### src/rtl/io_cond_pkg.sv
// rtl/io_cond_pkg.sv - shared constants and helpers for the DM input conditioner
package io_cond_pkg;

  localparam int IO_WIDTH            = 9;
  localparam int IO_DEBOUNCE_DEFAULT = 1000;

  // Debounce counter width: clog2 of the cycle count, never narrower than one bit
  function automatic int cnt_width(input int n);
    return (n <= 1) ? 1 : $clog2(n);
  endfunction

endpackage

### src/rtl/io_input_conditioner_if.sv
// rtl/io_input_conditioner_if.sv - status/event bus between the conditioner and its poller
interface io_input_conditioner_if import io_cond_pkg::*; #(
  parameter int WIDTH = IO_WIDTH
);

  logic [WIDTH-1:0] STATE;
  logic [WIDTH-1:0] RISE;
  logic [WIDTH-1:0] FALL;
  logic [WIDTH-1:0] CHANGE_MASK;
  logic             CHANGED;
  logic             CHANGE_ACK;

  modport master (
    output STATE,
    output RISE,
    output FALL,
    output CHANGE_MASK,
    output CHANGED,
    input  CHANGE_ACK
  );

  modport slave (
    input  STATE,
    input  RISE,
    input  FALL,
    input  CHANGE_MASK,
    input  CHANGED,
    output CHANGE_ACK
  );

endinterface

### src/rtl/io_input_conditioner_debounce_ch.sv
// rtl/io_input_conditioner_debounce_ch.sv - one channel: synchronizer, debounce counter, level and edge pulses
module io_debounce_ch import io_cond_pkg::*; #(
  parameter int SYNC_STAGES     = 2,
  parameter int DEBOUNCE_CYCLES = IO_DEBOUNCE_DEFAULT
) (
  input  logic clk,
  input  logic rst_n,
  input  logic pad,
  output logic state,
  output logic rise,
  output logic fall,
  output logic rise_nxt,
  output logic fall_nxt
);

  localparam int            CW       = cnt_width(DEBOUNCE_CYCLES);
  localparam logic [CW-1:0] CNT_LAST = CW'(DEBOUNCE_CYCLES - 1);

  logic [SYNC_STAGES-1:0] sync_q;
  logic [CW-1:0]          cnt_q;
  logic                   s;
  logic                   accept;

  assign s        = sync_q[SYNC_STAGES-1];
  // A new level is taken once it has differed from STATE for the full window;
  // the counter never passes CNT_LAST because reaching it forces a reload.
  assign accept   = (s != state) && (cnt_q == CNT_LAST);
  assign rise_nxt = accept & s;
  assign fall_nxt = accept & ~s;

  // Bring the asynchronous pad level into the CLK domain
  always_ff @(posedge clk or negedge rst_n) begin
    if (!rst_n) begin
      sync_q <= '0;
    end else begin
      sync_q <= {sync_q[SYNC_STAGES-2:0], pad};
    end
  end

  // Debounce filter: any return to the current level restarts the count
  always_ff @(posedge clk or negedge rst_n) begin
    if (!rst_n) begin
      cnt_q <= '0;
      state <= 1'b0;
    end else if (s == state) begin
      cnt_q <= '0;
    end else if (accept) begin
      cnt_q <= '0;
      state <= s;
    end else begin
      cnt_q <= cnt_q + CW'(1);
    end
  end

  // Edge pulses land on the same edge as the STATE update
  always_ff @(posedge clk or negedge rst_n) begin
    if (!rst_n) begin
      rise <= 1'b0;
      fall <= 1'b0;
    end else begin
      rise <= rise_nxt;
      fall <= fall_nxt;
    end
  end

endmodule

### src/rtl/io_input_conditioner.sv
// rtl/io_input_conditioner.sv - per-channel conditioning plus sticky change mask with ack
module io_input_conditioner import io_cond_pkg::*; #(
  parameter int WIDTH           = IO_WIDTH,
  parameter int SYNC_STAGES     = 2,
  parameter int DEBOUNCE_CYCLES = IO_DEBOUNCE_DEFAULT
) (
  input  logic                     CLK,
  input  logic                     RESETN,
  input  logic [WIDTH-1:0]         PAD_Y,
  io_input_conditioner_if.master   st
);

  logic [WIDTH-1:0] state_vec;
  logic [WIDTH-1:0] rise_vec;
  logic [WIDTH-1:0] fall_vec;
  logic [WIDTH-1:0] rise_nxt;
  logic [WIDTH-1:0] fall_nxt;
  logic [WIDTH-1:0] mask_q;
  logic             changed_q;

  for (genvar i = 0; i < WIDTH; i++) begin : g_ch
    io_debounce_ch #(
      .SYNC_STAGES     (SYNC_STAGES),
      .DEBOUNCE_CYCLES (DEBOUNCE_CYCLES)
    ) u_ch (
      .clk      (CLK),
      .rst_n    (RESETN),
      .pad      (PAD_Y[i]),
      .state    (state_vec[i]),
      .rise     (rise_vec[i]),
      .fall     (fall_vec[i]),
      .rise_nxt (rise_nxt[i]),
      .fall_nxt (fall_nxt[i])
    );
  end

  // Sticky mask: ack clears old events, but an event on the ack edge survives
  always_ff @(posedge CLK or negedge RESETN) begin
    if (!RESETN) begin
      mask_q    <= '0;
      changed_q <= 1'b0;
    end else begin
      mask_q    <= (st.CHANGE_ACK ? '0 : mask_q) | rise_nxt | fall_nxt;
      changed_q <= |mask_q;
    end
  end

  assign st.STATE       = state_vec;
  assign st.RISE        = rise_vec;
  assign st.FALL        = fall_vec;
  assign st.CHANGE_MASK = mask_q;
  assign st.CHANGED     = changed_q;

endmodule

### src/flat_wrapper.sv
// flat-port wrapper written by rule: the top's interface ports become plain ports
module io_input_conditioner_flat import io_cond_pkg::*;
#(
  parameter int WIDTH           = IO_WIDTH,
  parameter int SYNC_STAGES     = 2,
  parameter int DEBOUNCE_CYCLES = IO_DEBOUNCE_DEFAULT
)
  (CLK, RESETN, PAD_Y, st_STATE, st_RISE, st_FALL, st_CHANGE_MASK, st_CHANGED, st_CHANGE_ACK);
  io_input_conditioner_if #(.WIDTH(WIDTH)) st_i ();
  input  logic CLK;
  input  logic RESETN;
  input  logic [WIDTH-1:0] PAD_Y;
  output wire logic [$bits(st_i.STATE)-1:0] st_STATE;
  output wire logic [$bits(st_i.RISE)-1:0] st_RISE;
  output wire logic [$bits(st_i.FALL)-1:0] st_FALL;
  output wire logic [$bits(st_i.CHANGE_MASK)-1:0] st_CHANGE_MASK;
  output wire logic [$bits(st_i.CHANGED)-1:0] st_CHANGED;
  input wire logic [$bits(st_i.CHANGE_ACK)-1:0] st_CHANGE_ACK;
  assign st_STATE = st_i.STATE;
  assign st_RISE = st_i.RISE;
  assign st_FALL = st_i.FALL;
  assign st_CHANGE_MASK = st_i.CHANGE_MASK;
  assign st_CHANGED = st_i.CHANGED;
  assign st_i.CHANGE_ACK = st_CHANGE_ACK;
  io_input_conditioner #(.WIDTH(WIDTH), .SYNC_STAGES(SYNC_STAGES), .DEBOUNCE_CYCLES(DEBOUNCE_CYCLES)) u_core (.CLK(CLK), .RESETN(RESETN), .PAD_Y(PAD_Y), .st(st_i));
endmodule
### config.mk
export PLATFORM = sky130hd
export DESIGN_NAME = io_input_conditioner_flat
export DESIGN_NICKNAME = d
export VERILOG_FILES = /design/src/rtl/io_cond_pkg.sv /design/src/rtl/io_input_conditioner_if.sv /design/src/rtl/io_input_conditioner_debounce_ch.sv /design/src/rtl/io_input_conditioner.sv /design/src/flat_wrapper.sv
export SDC_FILE = /design/constraint.sdc
export NUM_CORES = 1
export LEC_CHECK = 0
export CAP_MARGIN = 20
export CELL_PAD_IN_SITES_DETAIL_PLACEMENT = 0
export CELL_PAD_IN_SITES_GLOBAL_PLACEMENT = 1
export CORE_UTILIZATION = 42
export DETAILED_ROUTE_END_ITERATION = 10
export GPL_ROUTABILITY_DRIVEN = 0
export PLACE_DENSITY = 0.78
export SYNTH_ARGS = -nofsm -noshare
export SYNTH_HDL_FRONTEND = slang
export SYNTH_SLANG_ARGS = --single-unit
### constraint.sdc
create_clock -name CLK -period 1.8 [get_ports CLK]
set_input_delay 0.36 -clock CLK [delete_from_list [all_inputs] [get_ports CLK]]
set_output_delay 0.36 -clock CLK [all_outputs]
set_load 0.01 [all_outputs]
### Word-level counts from Yosys, hierarchy flattened

Cells that the tools add are included.
Widths: inputs -> output; s select.

| word-level totals | value |
|---|---|
| bits in registers | 145 |
| input port bits | 12 |

| cells by class | value |
|---|---|
| muxes and demuxes | 19 |
| reduce and logical (&&, ||, !) cells | 19 |
| equality and inequality tests | 27 |
| bitwise gates (word level) | 38 |
| $add $sub $neg | 9 |

Operators by type and width:

| operator | count |
|---|---|
| $mux 10 | 18 |
| $add 10x1->10 const B | 9 |
| $eq 10x10->1 const B | 9 |
| $and 1x1->1 | 18 |
| $not 1->1 | 18 |
| $or 9x9->9 | 2 |
| $reduce_and 2->1 | 9 |
| $eq 1x1->1 | 9 |
| $logic_and 1x1->1 | 9 |
| $mux 9 | 1 |
| $ne 1x1->1 | 9 |
| $reduce_or 9->1 | 1 |

### Longest topological paths before layout

Gate-level depths: netlist of the first run.

| depth | value |
|---|---|
| word-level depth | 5 |
| mapped depth | 6 |

### Hierarchy

Synthesis of the first run repeated with hierarchy kept, for this count alone.

| unflattened totals | value |
|---|---|
| cell total of the unflattened synthesis | 581 |
| area, all modules | 6493.7 µm² |

By module, submodules not included:

| module | times used | sequential area each (µm²) | cells each | area an instance (µm²) |
|---|---|---|---|---|
| io_debounce_ch (u_core.g_ch[0].u_ch ...) | 8 | 375.4 | 60 | 679.4 |
| io_debounce_ch (u_core.g_ch[4].u_ch) | 1 | 375.4 | 61 | 678.2 |
| io_input_conditioner | 1 | 250.2 | 40 | 380.4 |

### Worst setup path after synthesis of the first run

No wires, ideal clock.

| path | value |
|---|---|
| path type | flip-flop to flip-flop |
| from | register u_core.g_ch[0].u_ch.cnt_q[0] |
| to | register u_core.g_ch[0].u_ch.state |
| stages on the path, launching flop included | 6 |
| period minus slack after synthesis | 1.680 ns |
| data arrival time | 1.555 ns |
| setup slack | 0.120 ns |
| cell sequence | dfrtp_1 -> ha_1 -> and4bb_1 -> or3b_1 -> buf_2 -> mux2_4 |

| between the ends | value |
|---|---|
| word-level cells in the longest chain between the ends | 3 |

Ends and longest elaborated chain:

| element | line | RTL |
|---|---|---|
| from (decl) | io_input_conditioner_debounce_ch.sv:20 | `logic [CW-1:0] cnt_q;` |
| from (signal assigned) | io_input_conditioner_debounce_ch.sv:51 | `cnt_q <= cnt_q + CW'(1);` |
| $eq 10x10->1 | io_input_conditioner_debounce_ch.sv:27 | `assign accept = (s != state) && (cnt_q == CNT_LAST);` |
| $logic_and 1x1->1 | io_input_conditioner_debounce_ch.sv:27 |  |
| $reduce_and 2->1 (no line) | -- |  |
| to (signal assigned) | io_input_conditioner_debounce_ch.sv:49 | `state <= s;` |
| to (decl) | io_input_conditioner_debounce_ch.sv:9 | `output logic state,` |

No other way between the ends.
A chain may end at the register's enable or synchronous reset.

### Worst setup path after layout of the first run

| path | value |
|---|---|
| from | register u_core.g_ch[6].u_ch.state |
| to | output port st_STATE[6] |

RTL lines:

| element | line | RTL |
|---|---|---|
| from (decl) | io_input_conditioner_debounce_ch.sv:9 |  |
| from (signal assigned) | io_input_conditioner_debounce_ch.sv:49 |  |
| to (decl) | flat_wrapper.sv:13 | `output wire logic [$bits(st_i.STATE)-1:0] st_STATE;` |

No word-level cell between the ends.

==> out/results.ini, run 1 <==
[outcome]
status = finished, final reports clean

[synthesis]
synth_cell_types = 34
synth_area_per_cell_um2 = 10.78
synth_top_area_cell = dfrtp_1
synthArstFlopShare = 1.000
synth_top_family_by_area = simple AND/OR/NAND/NOR gates
syn_nets = 608
synthCells = 587
synthAdderAreaFrac = 0.01780
synth-seq-cells = 145
yosys-top-cells-area = dfrtp_1, nor2_1, xnor2_1
synth_top_area_share = 0.5736
synth.yosys.seq_area_share = 0.5736
synth_xor_area_frac = 0.09138
synth_simple_gate_area_frac = 0.2017
synth_common_cells = dfrtp_1, nor2_1, nand2_1, xnor2_1, xor2_1
yosys.cell_count.top_type = dfrtp_1
synthFlopType = dfrtp_1
synth_warnings = 0
synth_edf_count = 0
synth_compound_area_frac = 0.04866
syn_area_mm2 = 0.006326
muxShareOfSynthArea = 0.01721

[setup_path]
startpoint = u_core.g_ch[6].u_ch.state
crit_family = buffers and inverters
cp_slowest_cell = clkdlybuf4s50_1
max_stage_delay_ps = 560
worstSetupPathType = reg -> out
end_kind = output pin
cp.arrival_ps = 1380
cp_cell_sequence = clkdlybuf4s50_1
critPathMaxFanout = 6
path_buf_inv = 1
critical_path.startpoint_type = flop
crit_required_ps = 1440
r2r_start = u_core.g_ch[3].u_ch.cnt_q[0]

[power_and_ir_drop]
p_seq_frac = 0.449
clkPwrFrac = 0.516
swShare = 0.1986
p_total_uw = 7555
p_int_uw = 6054
p_per_area_mw_per_mm2 = 981.5
switchingPower_uw = 1501
p_leak_uw = 0.003488
irDropWorstVdd_uv = 672.1
p_comb_frac = 0.035

[clock_network]
htreeDepth = 4
clk_latency_ps = 410
cts.sinks = 145
clk_path_buf_depth = 2
clock_tree.root_cell = clkbuf_16
numCtsBuffers = 17
clk_pin_slew_ps = 60
cts_tree = yes

[drt]
vias = 4213
drc = 0
drt_pass1_iterations = 4
final_antenna_net_count = 0
wl_per_cell_um = 13.47
drt_iter0_drc = 216
vias_per_cell = 4.998
drt-total-wl_um = 11350

[grt]
grt_usage = 0.1586
grt_pass1_wl_um = 19720
overflow = 0
grt_pass1_vias = 4276
grt_max_degree = 48
antenna_found_initial = 0

[cells_and_area]
n_fill_cell = 1228
nets = 668
drive_gt1_frac = 0.1138
antenna_cells = 0
syn_to_final_growth_pct = 21.68
fin_area_mm2 = 0.007697

[timing]
max_freq_mhz = 576.3
setup_violations = 0
worst_pin_slew_ps = 492.6
finalCritPeriodShare = 0.9640
hold_viol = 0
fin_crit_ps = 1735
finalClockSkew_ps = 8.079
final_max_slew_viol_count = 0
grt_setup_unrepaired = true
max_slew_margin = 0.6691

[hold_path]
hold_start = u_core.g_ch[8].u_ch.sync_q[0]
hold_class = reg -> reg

[floorplan]
coreArea_mm2 = 0.01459
num_rows = 44
dieWidth_um = 124.7
start_util = 0.4336
die_h_um = 124.7
die-area_mm2 = 0.01556
ios = 49

[job]
drv_cap = 0

[placement]
postPlaceCellArea_mm2 = 0.006959
portBuffers = 48
dp_hpwl_um = 7743

-- cell type report --
cell class,count,area [um^2],area share
clock inverter,12,212.7,0.02763
sequential,145,3632,0.4719
multi-input combinational,386,2389,0.3103
tap,184,230.2,0.02991
inverter,24,90.09,0.01170
timing repair buffer,73,700.7,0.09103
clock buffer,19,442.9,0.05754
-- stage by stage --
step	cells	setup slack, ps	hold slack [ps]	util	setup TNS, ps
2_1_floorplan	587	120.3	64.41	-	0
3_3_place_gp	803	154.4	288.1	0.4770	0
3_5_place_dp	803	91.73	290.3	0.4770	0
4_1_cts	836	4.602	353.6	0.5232	0
5_1_grt	843	-25.98	354.6	0.5276	-43.07
6_report	843	64.78	349.3	0.5276	0
-- power by group through the flow --
stage	clock, uW	sequential, uW	combinational, uW
3_5_place_dp	0	3450	269
5_1_grt	4120	3400	309
3_3_place_gp	0	3450	264
2_1_floorplan	0	3440	117
4_1_cts	4000	3390	273
6_report	3900	3390	264
-- registers in the layout, indices dropped and copies added (netlist names) --
signal,cells
u_core.g_ch.u_ch.sync_q,18
u_core.st.CHANGED,1
u_core.g_ch.u_ch.rise,9
u_core.g_ch.u_ch.state,9
u_core.g_ch.u_ch.cnt_q,90
u_core.st.CHANGE_MASK,9
u_core.g_ch.u_ch.fall,9
-- cells by family (layout without fill, tap and decap cells) --
family,count (synthesis),in the layout
DFF,145,145
AOI/OAI and AO/OA,50,50
muxes,9,9
buffers and inverters,56,128
and+or+nand+nor,252,252
adders and majority gates,9,9
xor gates and xnor gates,66,66
-- worst paths after layout --
path | endpoint | slack, ps | cells after the start
max | st_STATE[6] | 60 | 1
min | u_core.g_ch[8].u_ch.sync_q[1] | 350 | 0
max reg2reg | u_core.g_ch[3].u_ch.state | 110 | 4
min reg2reg | u_core.g_ch[8].u_ch.sync_q[1] | 350 | 0
max in group asynchronous | u_core.g_ch[7].u_ch.sync_q[1] | 810 | 3
min in group asynchronous | u_core.g_ch[4].u_ch.cnt_q[7] | 410 | 2
-- layout by cell type (no fill, tap or decap), types with 4 or more instances in the layout --
cell type / count
nand4_1: 21
xor2_1: 32
and3_1: 12
bufinv_16: 6
mux2_2: 7
and2_1: 6
clkdlybuf4s50_1: 44
nor3_1: 13
o22ai_1: 9
a41oi_1: 5
nand3_1: 29
and4_1: 5
inv_1: 24
nand2_1: 41
clkinv_2: 5
and4bb_2: 5
nor3b_1: 18
o211a_1: 4
ha_1: 9
buf_4: 22
a21oi_1: 13
dfrtp_1: 142
xnor2_1: 34
clkbuf_16: 17
nor2_1: 91
o21ai_0: 15
-- metal layers --
layer | part of all wire | GRT usage
met5 | 0 | 0
met3 | 0.039 | 0.05284
met1 | 0.49 | 0.2082
met2 | 0.46 | 0.2421
met4 | 0.011 | 0.06095
-- what timing repair did --
action,CTS,global route
gates resized for setup,3,5
buffers inserted,1,7
setup endpoints to repair,4,15
hold buffers,1,0
hold endpoints to repair,34,0
Power figures use the tool's default switching activity.
==> run 2: changes to the inputs <==
--- a/config.mk
+++ b/config.mk
@@ -9,6 +9,7 @@
 export CELL_PAD_IN_SITES_DETAIL_PLACEMENT = 0
 export CELL_PAD_IN_SITES_GLOBAL_PLACEMENT = 1
 export CORE_UTILIZATION = 42
+export CTS_CLUSTER_SIZE = 10
 export DETAILED_ROUTE_END_ITERATION = 10
 export GPL_ROUTABILITY_DRIVEN = 0
 export PLACE_DENSITY = 0.78
==> results of run 2 <==
Same layout as run 1: the final DEF is identical, and so are final timing and power.
==> run 3: changes to the inputs <==
--- a/config.mk
+++ b/config.mk
@@ -5,14 +5,15 @@
 export SDC_FILE = /design/constraint.sdc
 export NUM_CORES = 1
 export LEC_CHECK = 0
+export ABC_AREA = 1
 export CAP_MARGIN = 20
 export CELL_PAD_IN_SITES_DETAIL_PLACEMENT = 0
 export CELL_PAD_IN_SITES_GLOBAL_PLACEMENT = 1
-export CORE_UTILIZATION = 42
+export CORE_UTILIZATION = 40
 export CTS_CLUSTER_SIZE = 10
 export DETAILED_ROUTE_END_ITERATION = 10
 export GPL_ROUTABILITY_DRIVEN = 0
-export PLACE_DENSITY = 0.78
+export PLACE_DENSITY = 0.77
 export SYNTH_ARGS = -nofsm -noshare
 export SYNTH_HDL_FRONTEND = slang
 export SYNTH_SLANG_ARGS = --single-unit
==> out/results.ini, run 3 <==
[synthesis]
synth_area_per_cell_um2 = 8.835  ; -18%
synth-seq-cells = 145  ; unchanged
yosys.cell_count.top_type = nor2_1
synth_warnings = 0  ; unchanged
synth_top_area_cell = dfrtp_1
yosys-top-cells-area = dfrtp_1, nor2_1, nand2_1
synth_common_cells = nor2_1, dfrtp_1, nand2_1, inv_1, nand3_1
synth_cell_types = 27  ; -21%
syn_nets = 757  ; +25%
synth_edf_count = 0  ; unchanged
synthFlopType = dfrtp_1
synth.yosys.seq_area_share = 0.5580  ; -0.01556
synth_top_area_share = 0.5580  ; -0.01556
synthArstFlopShare = 1.000  ; unchanged
synthCells = 736  ; +25%
syn_area_mm2 = 0.006502  ; +2.8%

[clock_network]
clk_pin_slew_ps = 50  ; about the same
cts.sinks = 145  ; unchanged
cts_tree = yes
clk_latency_ps = 420  ; about the same
htreeDepth = 4  ; unchanged
numCtsBuffers = 17  ; unchanged
clock_tree.root_cell = clkbuf_16
clk_path_buf_depth = 2  ; unchanged

[setup_path]
path_buf_inv = 1  ; unchanged
r2r.worst_path.cells = 6  ; +2
critPathMaxFanout = 5  ; -1
crit_family = buffers and inverters
critical_path.startpoint_type = flop
max_stage_delay_ps = 550  ; about the same
r2r-end = u_core.g_ch[8].u_ch.cnt_q[6]
cp_cell_sequence = clkdlybuf4s50_1
crit_required_ps = 1440  ; about the same
end_kind = output pin
cp.arrival_ps = 1380  ; about the same
r2r_start = u_core.g_ch[8].u_ch.cnt_q[0]
worstSetupPathType = reg -> out
cp_slowest_cell = clkdlybuf4s50_1
r2r_slack_ps = 400  ; +290 ps

[grt]
antenna_found_initial = 0  ; unchanged
overflow = 0  ; unchanged
grt_max_degree = 55  ; +15%
grt_pass1_wl_um = 20060  ; +1.7%
grt_pass1_vias = 4605  ; +7.7%
grt_usage = 0.1545  ; -0.004118

[outcome]
status = finished, final reports clean

[drt]
vias_per_cell = 4.538  ; -9.2%
wl_per_cell_um = 11.35  ; -16%
drc = 0  ; unchanged
drt_iter0_drc = 235  ; +8.8%
final_antenna_net_count = 0  ; unchanged
drt_pass1_iterations = 6  ; +2
vias = 4602  ; +9.2%
drt-total-wl_um = 11510  ; +1.4%

[power_and_ir_drop]
p_total_uw = 7183  ; -4.9%
p_leak_uw = 0.003997  ; +15%
switchingPower_uw = 1516  ; +1.0%
clkPwrFrac = 0.494  ; -0.022
p_comb_frac = 0.036  ; about the same
p_int_uw = 5666  ; -6.4%
irDropWorstVdd_uv = 703.0  ; +4.6%
swShare = 0.2111  ; +0.01245
p_seq_frac = 0.470  ; +0.021
p_per_area_mw_per_mm2 = 925.3  ; -5.7%

[floorplan]
start_util = 0.4093  ; -0.02428
dieWidth_um = 129.5  ; +3.8%
coreArea_mm2 = 0.01589  ; +8.9%
ios = 49  ; unchanged
num_rows = 46  ; +4.5%
die_h_um = 129.5  ; +3.8%
die-area_mm2 = 0.01677  ; +7.8%

[cells_and_area]
instances_no_fill = 1014  ; +20%
drive_gt1_frac = 0.08271  ; -0.03110
largest_reg_flops = 90  ; unchanged
final_util = 0.4887  ; -0.03896
multi_input_area_mm2 = 0.002296  ; -3.9%
register_area_mm2 = 0.003631  ; about the same
reg_top3 = u_core.g_ch.u_ch.cnt_q x90, u_core.g_ch.u_ch.sync_q x18
antenna_cells = 0  ; unchanged
fin_area_mm2 = 0.007762  ; +0.85%
n_fill_cell = 1505  ; +23%
layout_common_cells = nor2_1, nand2_1, dfrtp_1, inv_1, nand3_1
final_common_cell = nor2_1
syn_to_final_growth_pct = 19.38
nets = 806  ; +21%
max_flop_register = u_core.g_ch.u_ch.cnt_q

[job]
drv_cap = 0  ; unchanged

[hold_path]
hold_depth = 0  ; unchanged
hold_start = u_core.g_ch[3].u_ch.sync_q[0]
hold_path_end = u_core.g_ch[3].u_ch.sync_q[1]
hold_class = reg -> reg

[timing]
finalClockSkew_ps = 5.098  ; -2.982 ps
max_freq_mhz = 576.0  ; about the same
finalCritPeriodShare = 0.9644  ; about the same
tns_ps = 0  ; unchanged
max_slew_margin = 0.7279  ; +0.05885
worst_pin_slew_ps = 405.2  ; -87.39 ps
final_max_slew_viol_count = 0  ; unchanged
fin_crit_ps = 1736  ; +0.7561 ps
grt_setup_unrepaired = false
hold_viol = 0  ; unchanged
setup_violations = 0  ; unchanged

[placement]
portBuffers = 48  ; unchanged
postPlaceCellArea_mm2 = 0.007099  ; +2.0%
dp_hpwl_um = 8243  ; +6.5%
dp_cells = 976  ; +22%

run 3: changes by cell type in the layout (fill, tap and decap cells not counted), moves of 8 or more:
cell / delta
inv_1: +68
nand2_1: +104
nor3b_1: -13
nor2_1: +60
and3_1: -12
nand4_1: -10
nand3_1: +17
buf_4: -16
o22ai_1: -9
o21ai_0: -8
xnor2_1: -17
run 3: how the worst max path moves through the flow:
stage,cells past startpoint,start,end
floorplan,6,u_core.g_ch[3].u_ch.cnt_q[0],u_core.g_ch[3].u_ch.cnt_q[5]
global placement,4,st_CHANGE_ACK,u_core.st.CHANGE_MASK[2]
detailed placement,4,st_CHANGE_ACK,u_core.st.CHANGE_MASK[3]
CTS,1,u_core.g_ch[2].u_ch.state,st_STATE[2]
global route,1,u_core.g_ch[4].u_ch.state,st_STATE[4]
finish,1,u_core.g_ch[4].u_ch.state,st_STATE[4]
run 3: stage by stage:
| stage | setup WS, ps | hold slack (ps) |
|---|---|---|
| 6_report | 64.02 | 346.6 |
| 5_1_grt | 2.211 | 351.8 |
| 4_1_cts | 1.951 | 349.2 |
| 3_5_place_dp | 332.5 | 229.2 |
| 3_3_place_gp | 337.6 | 230.5 |
| 2_1_floorplan | 605.8 | 64.41 |
run 3: power by group through the flow:
stage / combinational (uW) / sequential [uW] / clock, uW
finish: 257 / 3380 / 3550
global route: 304 / 3390 / 3790
CTS: 268 / 3380 / 3650
detailed placement: 263 / 3440 / 0
global placement: 255 / 3430 / 0
floorplan: 129 / 3430 / 0
run 3: cells by family after synthesis:
family,count (synthesis),synth area share
simple gates,377,0.2413
xor+xnor,45,0.06177
fa+ha+maj,9,0.01732
buf+inv,127,0.08890
compound gates,33,0.03271
flops,145,0.5580
run 3: layout make-up:
cell class,instances,area share
clock inverters,10,0.01725
clock buffers,22,0.05980
well taps,216,0.03482
multi-input cells,464,0.2958
flip-flops and latches,145,0.4678
inverters,100,0.04836
repair buffers,57,0.07624
run 3: metal layers:
layer  global-route usage  up-vias  share of wire
li1                     -     2359              -
met1               0.1886     2173           0.48
met2               0.2536       59           0.47
met3              0.05161       11          0.038
met4              0.05951        0          0.012
met5                    0        -              0
run 3: timing repair:
item                                   4_1_cts  5_1_grt
endpoints found under the hold margin       21        0
gates cloned                                 0        0
setup endpoints to repair                    4        7
setup buffers                                3        2
gates resized for setup                      1        7
hold buffers                                 1        0
